**config.mk**
```make
export PLATFORM = sky130hd
export DESIGN_NAME = sram_bus_arbiter
export DESIGN_NICKNAME = d
export VERILOG_FILES = /design/src/rtl/sram_bus_arbiter.sv
export SDC_FILE = /design/constraint.sdc
export NUM_CORES = 1
export LEC_CHECK = 0
export ABC_AREA = 0
export CAP_MARGIN = 20
export CORE_AREA = 2 2 113 115
export CTS_CLUSTER_SIZE = 20
export DETAILED_ROUTE_END_ITERATION = 8
export DIE_AREA = 0 0 115 117
export GPL_ROUTABILITY_DRIVEN = 0
export PLACE_DENSITY = 0.69
export SLEW_MARGIN = 5
export SYNTH_ARGS = -nofsm -noshare
export SYNTH_HDL_FRONTEND = slang
export SYNTH_SLANG_ARGS = --single-unit
```
**constraint.sdc**
```tcl
create_clock -name clk -period 2.4 [get_ports clk]
set_input_delay 0.36 -clock clk [delete_from_list [all_inputs] [get_ports clk]]
set_output_delay 0.36 -clock clk [all_outputs]
set_load 0.02 [all_outputs]
```
**src/rtl/sram_bus_arbiter.sv**
```systemverilog
// sram_bus_arbiter: merges the instruction-fetch and data-access sram-like
// request ports onto one shared downstream sram-like port, and routes each
// in-order response back to whichever port issued the matching request.
//
// Optional feature macro: SRAM_ARB_RR_EN
//   defined   -> round-robin arbitration between the two ports in IDLE
//   undefined -> fixed priority, data port beats instruction port
module sram_bus_arbiter #(
  parameter int OUTSTANDING = 2,
  parameter int CNT_W       = 2
) (
  input  logic        clk,
  input  logic        reset,
  // instruction-fetch port
  input  logic        i_req,
  input  logic        i_wr,
  input  logic [1:0]  i_size,
  input  logic [3:0]  i_wstrb,
  input  logic [31:0] i_addr,
  input  logic [31:0] i_wdata,
  output logic        i_addr_ok,
  output logic        i_data_ok,
  // data-access port
  input  logic        d_req,
  input  logic        d_wr,
  input  logic [1:0]  d_size,
  input  logic [3:0]  d_wstrb,
  input  logic [31:0] d_addr,
  input  logic [31:0] d_wdata,
  output logic        d_addr_ok,
  output logic        d_data_ok,
  // shared response data
  output logic [31:0] rdata,
  // downstream port toward the bus bridge
  output logic        m_req,
  output logic        m_wr,
  output logic [1:0]  m_size,
  output logic [3:0]  m_wstrb,
  output logic [31:0] m_addr,
  output logic [31:0] m_wdata,
  input  logic        m_addr_ok,
  input  logic        m_data_ok,
  input  logic [31:0] m_rdata,
  // status
  output logic        busy,
  output logic        err_data_ok
);

  // A single-entry FIFO still needs a one-bit pointer; it simply never moves.
  localparam int PTR_W = (OUTSTANDING > 1) ? $clog2(OUTSTANDING) : 1;

  typedef enum logic [1:0] {
    IDLE   = 2'd0,
    HOLD_I = 2'd1,
    HOLD_D = 2'd2
  } state_t;

  state_t             state;
  state_t             state_next;
  logic [CNT_W-1:0]   count;
  logic [CNT_W-1:0]   count_next;
  logic [PTR_W-1:0]   wr_ptr;
  logic [PTR_W-1:0]   rd_ptr;
  logic [OUTSTANDING-1:0] id_fifo;
  logic               err_q;

  logic               full;
  logic               empty;
  logic               own_valid;
  logic               own_data;
  logic               own_req;
  logic               grant_req;
  logic               accept;
  logic               pop;
  logic               head_data;

`ifdef SRAM_ARB_RR_EN
  // High means the instruction port wins the next two-way conflict.
  logic               prio_inst;
`endif

  // Pointer advance with wrap at the FIFO depth (depth need not fill PTR_W).
  function automatic logic [PTR_W-1:0] ptr_inc(input logic [PTR_W-1:0] p);
    if (OUTSTANDING == 1) return '0;
    return (p == PTR_W'(OUTSTANDING - 1)) ? '0 : p + PTR_W'(1);
  endfunction

  assign full      = (count == CNT_W'(OUTSTANDING));
  assign empty     = (count == '0);
  assign head_data = id_fifo[rd_ptr];

  // Pick the owner of the downstream port: free choice in IDLE, locked in HOLD.
  always_comb begin
    own_valid = 1'b0;
    own_data  = 1'b0;
    unique case (state)
      IDLE: begin
        if (!full) begin
`ifdef SRAM_ARB_RR_EN
          if (i_req && d_req) begin
            own_valid = 1'b1;
            own_data  = ~prio_inst;
          end else if (d_req) begin
            own_valid = 1'b1;
            own_data  = 1'b1;
          end else if (i_req) begin
            own_valid = 1'b1;
            own_data  = 1'b0;
          end
`else
          if (d_req) begin
            own_valid = 1'b1;
            own_data  = 1'b1;
          end else if (i_req) begin
            own_valid = 1'b1;
            own_data  = 1'b0;
          end
`endif
        end
      end
      HOLD_I: begin
        own_valid = 1'b1;
        own_data  = 1'b0;
      end
      HOLD_D: begin
        own_valid = 1'b1;
        own_data  = 1'b1;
      end
      default: begin
        own_valid = 1'b0;
        own_data  = 1'b0;
      end
    endcase
  end

  assign own_req   = own_data ? d_req : i_req;
  assign grant_req = own_valid & own_req & ~full;
  assign accept    = grant_req & m_addr_ok;
  assign pop       = m_data_ok & ~empty;

  // Next-state: stall in HOLD until accepted, bail out if the owner withdraws.
  always_comb begin
    state_next = state;
    unique case (state)
      IDLE: begin
        if (grant_req && !m_addr_ok) begin
          state_next = own_data ? HOLD_D : HOLD_I;
        end
      end
      HOLD_I, HOLD_D: begin
        if (accept || !own_req) begin
          state_next = IDLE;
        end
      end
      default: state_next = IDLE;
    endcase
  end

  // Outstanding count: push and pop in the same cycle cancel out.
  always_comb begin
    count_next = count;
    unique case ({accept, pop})
      2'b10:   count_next = count + CNT_W'(1);
      2'b01:   count_next = count - CNT_W'(1);
      default: count_next = count;
    endcase
  end

  // State, count and FIFO pointers; reset drops any in-flight bookkeeping.
  always_ff @(posedge clk or posedge reset) begin
    if (reset) begin
      state  <= IDLE;
      count  <= '0;
      wr_ptr <= '0;
      rd_ptr <= '0;
    end else begin
      state  <= state_next;
      count  <= count_next;
      if (accept) wr_ptr <= ptr_inc(wr_ptr);
      if (pop)    rd_ptr <= ptr_inc(rd_ptr);
    end
  end

  // ID FIFO storage: records which port owns each accepted request.
  always_ff @(posedge clk or posedge reset) begin
    if (reset) begin
      id_fifo <= '0;
    end else if (accept) begin
      id_fifo[wr_ptr] <= own_data;
    end
  end

  // Sticky error when the bridge answers with nothing outstanding.
  always_ff @(posedge clk or posedge reset) begin
    if (reset) begin
      err_q <= 1'b0;
    end else if (m_data_ok && empty) begin
      err_q <= 1'b1;
    end
  end

`ifdef SRAM_ARB_RR_EN
  // Round-robin pointer moves only on a real accept, favouring the other port.
  always_ff @(posedge clk or posedge reset) begin
    if (reset) begin
      prio_inst <= 1'b1;
    end else if (accept) begin
      prio_inst <= own_data;
    end
  end
`endif

  // Downstream request fields follow the owner; zero when nobody owns the bus.
  always_comb begin
    m_wr    = 1'b0;
    m_size  = 2'b00;
    m_wstrb = 4'b0000;
    m_addr  = 32'h0;
    m_wdata = 32'h0;
    if (own_valid && !reset) begin
      if (own_data) begin
        m_wr    = d_wr;
        m_size  = d_size;
        m_wstrb = d_wstrb;
        m_addr  = d_addr;
        m_wdata = d_wdata;
      end else begin
        m_wr    = i_wr;
        m_size  = i_size;
        m_wstrb = i_wstrb;
        m_addr  = i_addr;
        m_wdata = i_wdata;
      end
    end
  end

  // Handshake and status outputs are forced low while reset is held.
  assign m_req       = ~reset & grant_req;
  assign i_addr_ok   = ~reset & accept & ~own_data;
  assign d_addr_ok   = ~reset & accept & own_data;
  assign i_data_ok   = ~reset & pop & ~head_data;
  assign d_data_ok   = ~reset & pop & head_data;
  assign rdata       = (~reset & pop) ? m_rdata : 32'h0;
  assign busy        = ~reset & ((count != '0) | (state != IDLE));
  assign err_data_ok = ~reset & err_q;

endmodule

```
Word level (Yosys, flattened, before mapping)

Index checks and enable logic that the tools add are counted.

Bits in registers: 9
Bits in latches: 0
Memory bits (writable): 0
Memory bits (read-only): 0
Input bits: 180
Output and inout bits: 110
Memories: 0

Add/subtract/negate cells: 4
Multipliers: 0
Divide/modulo/power cells: 0
Order comparisons: 3
Equality and inequality tests: 7
Shift-type cells: 0
Muxes and demuxes: 31
Bitwise logic cells: 19
Reductions and logical operators: 15

Operators by type and width:

| cell                                                                    | count |
|---|---|
| 32-bit two-way mux                                                      | 5 |
| 1-bit AND                                                               | 13 |
| 1-bit two-way mux                                                       | 13 |
| 2-bit two-way mux                                                       | 5 |
| 4-bit two-way mux                                                       | 2 |
| 2-bit one-hot mux with 2 select lines                                   | 2 |
| 2-bit equality test, second input constant                              | 3 |
| 2-bit nonzero test                                                      | 3 |
| 1-bit NOT                                                               | 5 |
| 2-bit by 1-bit equality test with 1-bit output, second input constant   | 2 |
| 1-bit logical AND                                                       | 4 |
| 2-bit zero test                                                         | 2 |
| 1-bit by 2-bit < comparator with 1-bit output, second input constant    | 2 |
| 1-bit one-hot mux with 2 select lines                                   | 2 |
| 1-bit zero test                                                         | 3 |
| 1-bit adder, second input constant                                      | 2 |
| 2-bit by 1-bit adder with 2-bit output, second input constant           | 1 |
| 2-bit bitwise mux                                                       | 1 |
| 2-bit by 1-bit inequality test with 1-bit output, second input constant | 1 |
| 2-bit inequality test, second input constant                            | 1 |
| 2-bit AND reduction                                                     | 1 |
| 2-bit OR reduction                                                      | 1 |
| 2-bit by 1-bit subtractor with 2-bit output, second input constant      | 1 |
| 1-bit demux with 1-bit select                                           | 1 |
| other kinds (3)                                                         | 3 |

Depth between registers and ports, before layout

Word-level depth: 10
Mapped depth: 9
Mapped depth without buffers: 9

Worst setup path before layout

Ideal clock, no wire load.

Path kind: register to output
From: register state[0]
To: output m_addr[0]
Arrival: 1.948 ns
Data required time: 2.040 ns
Slack: 0.092 ns
Stages on the path, launching flop included: 9
Path buffers: 2
Cells stage by stage: dfrtp_1 inv_1 ha_1 o21a_1 a21oi_1 or3_1 clkbuf_1 clkbuf_1 a21oi_1

Word-level cells in the longest chain between the ends: 5
Elaborated cells on any way between the ends: 9
Classes of those cells: 2 x eq/ne; 4 x mux; 3 x reduce/logical

Ends and longest elaborated chain:

| item                                                                                         | line | source |
|---|---|---|
| start: declaration                                                                           | 58   | `state_t state;` |
| start signal: assignment                                                                     | 177  | `state <= state_next;` |
| 2-bit by 1-bit equality test with 1-bit output / 2-bit equality test (equally long branches) | 96   | `unique case (state)` |
| 2-bit OR reduction (no line)                                                                 | --   |  |
| 1-bit one-hot mux with 2 select lines                                                        | 96   |  |
| 1-bit logical AND                                                                            | 220  | `if (own_valid && !reset) begin` |
| 32-bit two-way mux *                                                                         | 220  |  |
| end: declaration                                                                             | 39   | `output logic [31:0] m_addr,` |

Every way passes the cells marked *; elsewhere a longest branch is shown, timed or not.

Final worst setup path

From: register state[0]
To: output m_size[0]

Word-level cells in the longest chain between the ends: 5
Elaborated cells on any way between the ends: 9
Classes of those cells: 2 x eq/ne; 4 x mux; 3 x reduce/logical

Ends and longest elaborated chain:

| item                                                                                         | line | source |
|---|---|---|
| 2-bit by 1-bit equality test with 1-bit output / 2-bit equality test (equally long branches) | 96   |  |
| 2-bit OR reduction (no line)                                                                 | --   |  |
| 1-bit one-hot mux with 2 select lines                                                        | 96   |  |
| 1-bit logical AND                                                                            | 220  |  |
| 2-bit two-way mux *                                                                          | 220  |  |
| end: declaration                                                                             | 37   | `output logic [1:0] m_size,` |

Marked as above.

==> flow_metrics.env <==
export IMPL_clk_pin_slew_ns=0.04
export IMPL_r2r_cells=8
export IMPL_fp_row_count=41
export IMPL_yosysSeqAreaShare_pct=12.4
export IMPL_grt_pass1_vias=3344
export IMPL_cp_cell_sequence="inv_2 -> ha_4 -> o21a_1 -> a21oi_2 -> or3_4 -> buf_12 -> a21oi_1 -> buf_4"
export IMPL_drive_above_1_share_pct=30.0
export IMPL_muxShareOfSynthArea_pct=1.38
export IMPL_endpoint_kind="primary output"
export IMPL_hold_buffers=0
export IMPL_fin_crit_sh_pct=100
export IMPL_drt_wl_total_um=12800
export IMPL_hold_path_class="flop to flop"
export IMPL_path_max_fanout=29
export IMPL_worst_endpoint_arrival_ns=2.05
export IMPL_overflow=0
export IMPL_finalWorstSetupSlack_ns=-0.00503
export IMPL_antenna_found_initial=0
export IMPL_cts_made_buffers=3
export IMPL_final_cell_area_mm2=0.00570
export IMPL_fillers=1225
export IMPL_grt_max_degree=40
export IMPL_start_util_pct=14.7
export IMPL_cp_endpoint="m_size[0]"
export IMPL_wire_per_inst_um=15.9
export IMPL_synth_warnings=0
export IMPL_drc_errors=0
export IMPL_fin_util_pct=46.3
export IMPL_slowest_stage="or3_4"
export IMPL_fp_dieH_um=117
export IMPL_numPortBuffers=289
export IMPL_dp_hpwl_um=8800
export IMPL_seq_area_um2=225
export IMPL_nets=844
export IMPL_timing_slew_headroom_pct=73.6
export IMPL_fp_dieW_um=115
export IMPL_viasPerCell=4.38
export IMPL_drt_initial_drc_count=144
export IMPL_synthArstFlopShare_pct=100
export IMPL_status="complete, but fails checks"
export IMPL_setup_viol=1
export IMPL_peakVddDrop_mv=0.530
export IMPL_hold_viol=0
export IMPL_design_die_area_mm2=0.0135
export IMPL_synth_top_family_by_area="simple AND/OR/NAND/NOR gates"
export IMPL_root_buffer="clkbuf_16"
export IMPL_violations="setup timing"
export IMPL_coreArea_mm2=0.0123
export IMPL_whs_ns=0.444
export IMPL_synth_area_mm2=0.00181
export IMPL_numClockSinks=9
export IMPL_ant_nets=0
export IMPL_netlist_instances=340
export IMPL_synth_compound_gate_area_share_pct=27.3
export IMPL_worst_pin_slew_ns=0.395
export IMPL_synth_top_cell_area_share_pct=30.2
export IMPL_synth_simple_area_share_pct=46.8
export IMPL_drv_slew=0
export IMPL_drt_pass1_iter_count=4
export IMPL_cts_htree_levels=1
export IMPL_cpLargestDelayFamily="buffers and inverters"
export IMPL_r2r_slack_ns=0.31
export IMPL_synth_seq_cells=9
export IMPL_ioPinCount=290
export IMPL_instances_no_fill=809
export IMPL_synth_avg_cell_area_um2=5.33
export IMPL_dp_cells=786
export IMPL_power_leakage_nw=2.60
export IMPL_rsz0062_at_grt="yes"
export IMPL_crit_required_ns=2.04
export IMPL_synth_distinct_cells=33
export IMPL_synthXorXnorAreaFrac_pct=1.93
export IMPL_ys_flop_type="dfrtp_1"
export IMPL_grt_use_total_pct=15.8
export IMPL_synth_edf_count=0
export IMPL_path_class="flop to primary output"
export IMPL_syn_nets=524
export IMPL_layout_min_cycle_time_ns=2.41
export IMPL_drv_cap=0
export IMPL_synth_area_leaders="nand2_1 30%, a21oi_1 20%, dfrtp_1 12%"
export IMPL_clk_latency_ns=0.24
export IMPL_grt_pass1_wl_um=17100
export IMPL_start_kind="flop"
export IMPL_clockBufferDepth=2
export IMPL_multiInputGateArea_mm2=0.00179
export IMPL_n_antenna_cell=0
export IMPL_synthAdderAreaFrac_pct=2.76
export IMPL_cts_tree="built"
export IMPL_cp_slowest_stage_delay_ns=0.41
export IMPL_synthToLayoutAreaGrowth_pct=215
export IMPL_r2r_start="state[1]$_DFFE_PP0P_"
export IMPL_worst_path_buf_inv=3
export IMPL_yosysTopAreaCell="nand2_1"
export IMPL_fmax_mhz=416
export IMPL_r2r_end="count[1]$_DFFE_PP0P_"
export IMPL_via_count=3544
export IMPL_dpl_cell_area_mm2=0.00516
export IMPL_crit_cells=8
export IMPL_fin_skew_ns=0.000657
export IMPL_cp_startpoint="state[0]$_DFFE_PP0P_"
export IMPL_power_per_cell_area_mw_per_mm2=852
==> sequential cells by signal, indices dropped and copies added (netlist names) <==
| register | cells |
|---|---|
| count | 2 |
| wr_ptr | 1 |
| err_q | 1 |
| state | 2 |
| rd_ptr | 1 |
| id_fifo | 2 |
==> per-layer routing <==
layer / global-route usage, % / vias to the layer above / part of all wire [%]
li1: - / 1745 / -
met1: 19.5 / 1628 / 40
met2: 28.8 / 159 / 52
met3: 2.57 / 12 / 6.9
met4: 3.94 / 0 / 1.2
met5: 0 / - / 0
==> timing repair <==
action	in CTS	in global routing
cloned	5	5
hold endpoints to repair	0	0
gates resized for setup	438	80
pin swaps	8	22
setup endpoints to repair	107	90
buffers inserted	4	8
==> logic make-up (layout without fill, tap and decap cells) <==
| family | count (synthesis) | count (layout) |
|---|---|---|
| adders and majority gates | 4 | 4 |
| xor gates and xnor gates | 4 | 4 |
| muxes | 2 | 2 |
| DFF | 9 | 9 |
| and+or+nand+nor | 196 | 196 |
| buffers and inverters | 33 | 352 |
| AOI/OAI and AO/OA | 92 | 92 |
==> area by class of cell <==
class,count,share of cell area [%]
clock inverters,1,0.0878
inverters,6,0.395
flip-flops and latches,9,3.95
multi-input cells,298,31.4
repair buffers,342,59.6
clock buffers,3,1.32
well taps,150,3.29
==> synthesized netlist by cell type, types with 2 or more instances <==
| cell | number |
|---|---|
| inv_1 | 6 |
| nor2_1 | 6 |
| o21ai_0 | 5 |
| dfrtp_1 | 9 |
| ha_1 | 4 |
| nor3_1 | 2 |
| and2_1 | 33 |
| xnor2_1 | 3 |
| o21a_1 | 3 |
| o22ai_1 | 2 |
| clkbuf_1 | 24 |
| nand2_1 | 146 |
| o211ai_1 | 2 |
| a21oi_1 | 73 |
| nor2b_1 | 3 |
| or2_2 | 2 |
==> worst min path at each step <==
stage | startpoint | to | depth (start not counted)
2_1_floorplan | reset | count[0]$_DFFE_PP0P_ | 1
3_3_place_gp | err_q$_DFFE_PP0P_ | err_q$_DFFE_PP0P_ | 1
3_5_place_dp | err_q$_DFFE_PP0P_ | err_q$_DFFE_PP0P_ | 1
4_1_cts | err_q$_DFFE_PP0P_ | err_q$_DFFE_PP0P_ | 1
5_1_grt | err_q$_DFFE_PP0P_ | err_q$_DFFE_PP0P_ | 1
6_report | err_q$_DFFE_PP0P_ | err_q$_DFFE_PP0P_ | 1
==> where the power goes <==
part           total (W)  leakage [nW]  internal (W)  switching (W)
Clock           0.000308        0.0409      0.000221      0.0000874
Sequential      0.000256         0.109      0.000215      0.0000415
Combinational    0.00429          2.45       0.00205        0.00224
==> per-stage QoR <==
stage	worst slack, ns	setup TNS (ns)	total power, W
after floorplan	0.0917	0	0.00197
after global placement	-0.577	-41.25	0.00371
after detailed placement	-0.600	-42.42	0.00377
after CTS	-0.0935	-1.11	0.00435
after global routing	-0.0589	-1.13	0.00517
final	-0.00503	-0.00503	0.00486
==> layout by cell type (no fill, tap or decap), types with 3 or more instances in the layout <==
cell             synthesis  routed
a21oi_1                 73      33
a21oi_2                  0      31
a21oi_4                  0       9
and2_1                  33      33
buf_12                   0      11
buf_2                    1       5
buf_4                    0      73
buf_6                    1      31
clkbuf_16                0       7
clkdlybuf4s50_1          0     179
dfrtp_1                  9       9
dlygate4sd2_1            0      35
inv_1                    6       4
nand2_1                146     132
nand2_2                  0      11
nand2_4                  0       3
nor2_1                   6       5
nor2b_1                  3       3
o21a_1                   3       3
o21ai_0                  5       5
xnor2_1                  3       3
Note: power is estimated with default switching activity, not from simulation.
